<file path="src/rtl/sdram_arbit.sv">
// sdram_arbit: command arbiter and auto-refresh scheduler for the SDRAM
// controller. Grants the bus to the init, write or read sequencer, issues
// AUTO REFRESH on its own timer, and muxes the granted sequencer onto the pins.
// Optional build macro: ARBIT_FAIR_EN (reads win the arbitration that
// directly follows a write service; refresh always stays highest).
module sdram_arbit #(
  parameter int REF_PERIOD = 750,
  parameter int TRC_CYC    = 7
) (
  input  logic        sclk,
  input  logic        s_rst,
  input  logic        init_end,
  input  logic [3:0]  init_cmd,
  input  logic [12:0] init_addr,
  input  logic        wr_req,
  input  logic        wr_end,
  input  logic [3:0]  wr_cmd,
  input  logic [12:0] wr_addr,
  input  logic [1:0]  wr_bank,
  output logic        wr_en,
  input  logic        rd_req,
  input  logic        rd_end,
  input  logic [3:0]  rd_cmd,
  input  logic [12:0] rd_addr,
  input  logic [1:0]  rd_bank,
  output logic        rd_en,
  output logic        ref_req,
  output logic [3:0]  sdram_cmd,
  output logic [12:0] sdram_addr,
  output logic [1:0]  sdram_bank
);

  localparam logic [3:0] CMD_NOP  = 4'b0111;
  localparam logic [3:0] CMD_AREF = 4'b0001;

  localparam int TMR_W = (REF_PERIOD > 1) ? $clog2(REF_PERIOD) : 1;
  localparam int CNT_W = (TRC_CYC > 1) ? $clog2(TRC_CYC) : 1;
  localparam logic [TMR_W-1:0] TMR_LAST = TMR_W'(REF_PERIOD - 1);
  localparam logic [CNT_W-1:0] CNT_LAST = CNT_W'(TRC_CYC - 1);

  typedef enum logic [2:0] {S_INIT, S_ARBIT, S_AREF, S_WR, S_RD} state_t;

  state_t           state;
  logic [TMR_W-1:0] ref_tmr;
  logic [CNT_W-1:0] ref_cnt;
  logic             ref_enter;
`ifdef ARBIT_FAIR_EN
  logic             wr_last;  // last completed service was a write
`endif

  // A refresh is entered exactly when arbitration sees a pending refresh.
  assign ref_enter = (state == S_ARBIT) && ref_req;

  // Main FSM: init hand-off, arbitration, refresh occupancy and bus release.
  // NOTE: all sequential state uses non-blocking assignments so every flop
  // samples the pre-edge values, independent of statement order.
  always_ff @(posedge sclk) begin
    if (s_rst) begin
      state   <= S_INIT;
      ref_cnt <= '0;
`ifdef ARBIT_FAIR_EN
      wr_last <= 1'b0;
`endif
    end else begin
      case (state)
        S_INIT: if (init_end) state <= S_ARBIT;
        S_ARBIT: begin
          ref_cnt <= '0;
          if (ref_req) state <= S_AREF;
`ifdef ARBIT_FAIR_EN
          else if (rd_req && (wr_last || !wr_req)) state <= S_RD;
          else if (wr_req) state <= S_WR;
`else
          else if (wr_req) state <= S_WR;
          else if (rd_req) state <= S_RD;
`endif
        end
        S_AREF: begin
          if (ref_cnt == CNT_LAST) begin
            ref_cnt <= '0;
            state   <= S_ARBIT;
          end else begin
            ref_cnt <= ref_cnt + 1'b1;
          end
        end
        S_WR: if (wr_end) begin
          state <= S_ARBIT;
`ifdef ARBIT_FAIR_EN
          wr_last <= 1'b1;
`endif
        end
        S_RD: if (rd_end) begin
          state <= S_ARBIT;
`ifdef ARBIT_FAIR_EN
          wr_last <= 1'b0;
`endif
        end
        default: state <= S_INIT;
      endcase
    end
  end

  // Free-running refresh timer; its wrap raises ref_req, which is cleared
  // when the refresh starts unless a new wrap lands on the same cycle.
  always_ff @(posedge sclk) begin
    if (s_rst) begin
      ref_tmr <= '0;
      ref_req <= 1'b0;
    end else if (state == S_INIT) begin
      ref_tmr <= '0;
      ref_req <= 1'b0;
    end else begin
      if (ref_tmr == TMR_LAST) begin
        ref_tmr <= '0;
        ref_req <= 1'b1;
      end else begin
        ref_tmr <= ref_tmr + 1'b1;
        if (ref_enter) ref_req <= 1'b0;
      end
    end
  end

  // Grants are pure decodes of the state register.
  assign wr_en = (state == S_WR);
  assign rd_en = (state == S_RD);

  // Pin mux: zero-latency pass-through of the granted sequencer.
  // NOTE: every output gets a default first so no path can infer a latch.
  always_comb begin
    sdram_cmd  = CMD_NOP;
    sdram_addr = '0;
    sdram_bank = '0;
    case (state)
      S_INIT: begin
        sdram_cmd  = init_cmd;
        sdram_addr = init_addr;
      end
      S_WR: begin
        sdram_cmd  = wr_cmd;
        sdram_addr = wr_addr;
        sdram_bank = wr_bank;
      end
      S_RD: begin
        sdram_cmd  = rd_cmd;
        sdram_addr = rd_addr;
        sdram_bank = rd_bank;
      end
      S_AREF: sdram_cmd = (ref_cnt == '0) ? CMD_AREF : CMD_NOP;
      default: ;
    endcase
  end

endmodule

</file>
<file path="config.mk">
export PLATFORM = sky130hd
export DESIGN_NAME = sdram_arbit
export DESIGN_NICKNAME = d
export VERILOG_FILES = /design/src/rtl/sdram_arbit.sv
export SDC_FILE = /design/constraint.sdc
export NUM_CORES = 1
export LEC_CHECK = 0
export BUFFER_PORTS_ARGS = -buffer_cell sky130_fd_sc_hd__buf_2
export CAP_MARGIN = 10
export CORE_UTILIZATION = 40
export CTS_CLUSTER_SIZE = 16
export DETAILED_ROUTE_END_ITERATION = 7
export GPL_TIMING_DRIVEN = 0
export PLACE_DENSITY = 0.76
export SLEW_MARGIN = 10
export SYNTH_ARGS = -nofsm -noshare
export SYNTH_HDL_FRONTEND = slang
export SYNTH_SLANG_ARGS = --single-unit
export TNS_END_PERCENT = 10
</file>
<file path="constraint.sdc">
create_clock -name sclk -period 4.14 [get_ports sclk]
set_input_delay 0.414 -clock sclk [delete_from_list [all_inputs] [get_ports sclk]]
set_output_delay 0.414 -clock sclk [all_outputs]
set_load 0.01 [all_outputs]
</file>
# Word-level counts from Yosys, hierarchy flattened
# Cells that the tools add are included.
# W data, S select, Z words.
[totals] ff_bits=17 output_inout_bits=22 inputBits=62 word_cells=41
[classes] n_mux=16 n_reduce_logical=8 n_eq_ne=11 addsub=2
[ops] cell="$pmux W13 S3" count=1
[ops] cell="$mux W3" count=9
[ops] cell="$pmux W4 S4" count=1
[ops] cell="$pmux W3 S5" count=1
[ops] cell="$add A10 B1 Y10 const B" count=1
[ops] cell="$eq A10 B10 Y1 const B" count=1
[ops] cell="$ne A2 B2 Y1 const B" count=4
[ops] cell="$eq A3 B2 Y1 const B" count=2
[ops] cell="$eq A3 B3 Y1 const B" count=2
[ops] cell="$logic_not A3 Y1" count=2
[ops] cell="$pmux W3 S2" count=1
[ops] cell="$reduce_and A5 Y1" count=1
[ops] cell="$ne A4 B4 Y1 const B" count=1
[ops] cell="$pmux W2 S2" count=1
[ops] cell="$reduce_bool A2 Y1" count=2
[ops] cell="$add A3 B1 Y3 const B" count=1
[ops] cell="$eq A3 B1 Y1 const B" count=1
[ops] cell="$reduce_or A3 Y1" count=1
[ops] cell="$mux W1" count=2
[ops] cell="$reduce_or A2 Y1" count=1
[ops] cell="$logic_and A1 B1 Y1" count=1

# Depth between registers and ports, before layout
[depth] depth_word=4 depth_mapped=7 mapped_depth_nobuf=6

# Least setup slack after synthesis
# No wires, ideal clock.
[synth_timing] kind="reg-to-output" start="register state[1]" end="output port sdram_bank[0]" slack_ns=2.353 n_path_buf=2 t_required_ns=3.726 arrival_ns=1.373 stages_incl_launch_ff=6 cell_sequence="dfxtp_1 > buf_6 > or2_2 > clkbuf_1 > nor2_1 > a22o_1"
[synth_via] elab_chain_cells=2 word_cells_on_any_way=3 cone_classes="eq/ne: 2; mux: 1"
[synth_rtl] item="start, declared" line_no="43" text="state_t state;"
[synth_rtl] item="start signal, assigned" line_no="59" text="state <= S_INIT;"
[synth_rtl] item="start signal, assigned" line_no="66" text="S_INIT: if (init_end) state <= S_ARBIT;"
[synth_rtl] item="start signal, assigned" line_no="69" text="if (ref_req) state <= S_AREF;"
[synth_rtl] item="$eq A3 B3 Y1"
[synth_rtl] item="via rd_en" line_no="26" text="output logic rd_en,"
[synth_rtl] item="$pmux W2 S2" line_no="133" text="case (state)"
[synth_rtl] item="end, declared" line_no="30" text="output logic [1:0] sdram_bank"
# The timed path passes the listed nets, and every way through them passes these cells.

# Worst setup path in the final report
[layout_timing] start="register state[1]" end="output port sdram_bank[0]"
[layout_via] elab_chain_cells=2 word_cells_on_any_way=3 cone_classes="eq/ne: 2; mux: 1"
[layout_rtl] item="$eq A3 B3 Y1 / $eq A3 B2 Y1 (equally long branches)" line_no="133"
[layout_rtl] item="$pmux W2 S2 *" line_no="133"
# Mark *: on every way between the ends. The rest lies on a longest branch, timed or not.

==> results.tsv <==
stage	metric	value	unit
worst_hold_path	Hold Path Origin	wr_req	
floorplanning	Die W	59.20	um
power_and_ir_drop	Pleak	0.7974	nW
clock_network	Sinks on Clock Net	17	
logic_synthesis	cells after synthesis	174	
floorplanning	die footprint	3505	sq um
logic_synthesis	flops & latches, synth	17	
logic_synthesis	post-synth top area share	0.2600	
power_and_ir_drop	Cell Pwr Density	381.8	nW/um^2
sta	Final setup viols	0	
sta	worst slew pin tran	0.5717	ns
drt	Antenna Violating Nets Remaining	0	
floorplanning	core area	3078	sq um
sta	RSZ-0062 raised after global routing	false	
drt	via count	1511	
drt	DRT iter0 DRCs	90	
logic_synthesis	syn_area_per_cell	7.522	sq um
worst_setup_path	crit path launch type	register	
sta	hold violation total from the final report	0	
logic_synthesis	leading post-synthesis cells by cell area	dfxtp_1 (26%), mux2i_1 (14%), o21ai_0 (8.4%), nand2_1 (8.0%), a21oi_1 (3.1%)	
logic_synthesis	commonest cells in the netlist	nand2_1 (28), o21ai_0 (22), mux2i_1 (18)	
final_layout	nets@finish	325	
worst_setup_path	Critical Path AT	1.81	ns
logic_synthesis	number of synthesized flops with an enable pin	0	
logic_synthesis	Primary FF master, synth	dfxtp_1	
clock_network	clock tree buffer depth	2	
worst_setup_path	crit path max fanout	10	
logic_synthesis	largest area contributor in the netlist	dfxtp_1	
worst_hold_path	hold crit path type	input pin to register	
logic_synthesis	Syn Nets	238	
logic_synthesis	cell area after synthesis	1309	sq um
place	DP HPWL	2760	um
floorplanning	IO Pins	84	
drt	drt total wl	3391	um
run_status	run status	finished, final reports clean	
logic_synthesis	synth unique cells	39	
sta	f_max	0.4499	GHz
worst_setup_path	R2R setup slack	2.48	ns
worst_setup_path	WS Path Type	register to output port	
global_routing	first-pass GRT wire length	5368	um
global_routing	antenna violations before repair	0	
worst_setup_path	reg-to-reg startpoint	state[0]$_SDFFE_PP0P_	
power_and_ir_drop	Peak supply drop	220.1	uV
final_layout	area delta synth->final	37.57	%
floorplanning	Initial Util	0.4252	
final_layout	fillcell total	314	
logic_synthesis	YS warnings	0	
floorplanning	DIE HEIGHT	59.20	um
worst_setup_path	worst r2r dst	state[0]$_SDFFE_PP0P_	
clock_network	hold_buf cts	0	
logic_synthesis	top-count cell post-synth	nand2_1	
place	Placer Congestion	0.8355	
drt	Via density	4.970	
worst_hold_path	Hold Path End	state[1]$_SDFFE_PP0P_	
drt	Avg WL per Cell	11.15	um
run	max cap viols	0	
global_routing	aggregate global routing overflow	0	
clock_network	CTS Buf Count	3	
floorplanning	Rows	20	
sta	Slew Limit Headroom	0.6189	
clock_network	clk_lat worst skew	0.29	ns
worst_setup_path	WP data required	3.73	ns
global_routing	Tot GR Track Use	0.1947	
worst_setup_path	crit end category	output port	
clock_network	# H-tree levels	1	
sta	Final Max Slew Viols	0	
worst_setup_path	Worst Reg-to-Reg Cells	4	
drt	DRC viols	0	
worst_hold_path	WHS Path Cells	3	
final_layout	layout cell share with drive strength beyond 1	0.3885	
clock_network	root buf cell	clkbuf_4	
clock_network	CTS clk-pin slew, worst paths	0.09	ns
sta	crit share post-route	0.5369	
sta	Worst Skew	0.003391	ns
clock_network	PostCTS Resize Cnt	0	
sta	Setup TNS	0	ns
global_routing	largest net degree at the start of global routing	11	
final_layout	ANT cells	0	
sta	minimum clock period	2.223	ns
power_and_ir_drop	Tot Pwr	0.0006874	W
global_routing	vias in the first global route	1268	
clock_network	CTS tree	yes	
place	IO buf count	82	
worst_setup_path	worst setup path startpoint	state[1]$_SDFFE_PP0P_	
logic_synthesis	fraction of registers with async set/reset	0	
clock_network	Post CTS Setup Buffer Count	0	
logic_synthesis	sequential share of the synthesized area	0.2600	
drt	1st-pass router iterations	4	
-- report_power, final --
| group | internal [W] | total (W) | switching [W] |
|---|---|---|---|
| sequential | 0.000180 | 0.000201 | 0.0000216 |
| combinational | 0.000181 | 0.000399 | 0.000218 |
| clock | 0.0000375 | 0.0000872 | 0.0000497 |
-- worst max path at each step --
stage / endpoint / slack [ns] / depth (start not counted)
finish: sdram_bank[0] / 1.92 / 6
global route: sdram_bank[1] / 1.75 / 6
CTS: sdram_bank[0] / 1.89 / 6
detailed placement: sdram_bank[0] / 2.23 / 6
global placement: sdram_bank[0] / 2.23 / 6
floorplan: sdram_bank[0] / 2.35 / 5
-- cell usage in the layout, fill, tap and decap left out, drive strengths merged, types with 4 or more instances in the layout --
cell and count:
nand3 6, o21ai 23, inv 7, nor3 4, dfxtp 17, nor2 10
clkbuf 9, buf 87, nand2 28, a21oi 8, mux2i 18, and3 4
-- sequential cells by signal (all words and copies together), names as in the netlist --
register,flops
ref_tmr,10
ref_cnt,3
state,3
ref_req,1
-- layer usage --
layer | vias to the layer above | global-route usage | part of all wire
met2 | 28 | 0.3226 | 0.50
met4 | 0 | 0.03741 | 0.0062
li1 | 793 | - | -
met3 | 4 | 0.05022 | 0.035
met5 | - | 0 | 0
met1 | 686 | 0.2547 | 0.46
-- critical path, stage by stage (launching register included) --
cell      delay [ns]
dfxtp_1         0.32
buf_6           0.13
or2_2           0.33
clkbuf_1        0.24
nor2_1          0.23
a22o_1          0.15
buf_2           0.12
-- cells by family (layout without fill, tap and decap cells) --
family,count (synthesis),count (layout),synth area share
AND/OR/NAND/NOR,65,65,0.2390
AO/OA/AOI/OAI,48,48,0.2285
flip-flops,17,17,0.2600
multiplexers,21,21,0.1635
adder cells (fa/ha/maj),2,2,0.01912
XOR/XNOR,4,4,0.02677
buffers and inverters,17,103,0.06310
-- cell type report --
| class | count | area [sq um] | share of cell area |
|---|---|---|---|
| buffer | 10 | 56.30 | 0.03127 |
| clock buffer | 4 | 26.28 | 0.01459 |
| inverter | 7 | 26.28 | 0.01459 |
| multi-input combinational | 140 | 885.9 | 0.4920 |
| sequential | 17 | 340.3 | 0.1890 |
| tap | 44 | 55.05 | 0.03058 |
| timing repair buffer | 82 | 410.4 | 0.2279 |
-- through the flow --
step	cell area (sq um)	setup slack [ns]	utilization	std cells	hold slack, ns
floorplan	1309	2.353	-	174	0.4575
global placement	1774	2.233	0.5764	300	0.4724
detailed placement	1774	2.226	0.5764	300	0.4804
CTS	1800	1.895	0.5850	304	0.4504
global route	1800	1.746	0.5850	304	0.4582
finish	1800	1.917	0.5850	304	0.4550
Power figures use the tool's default switching activity.
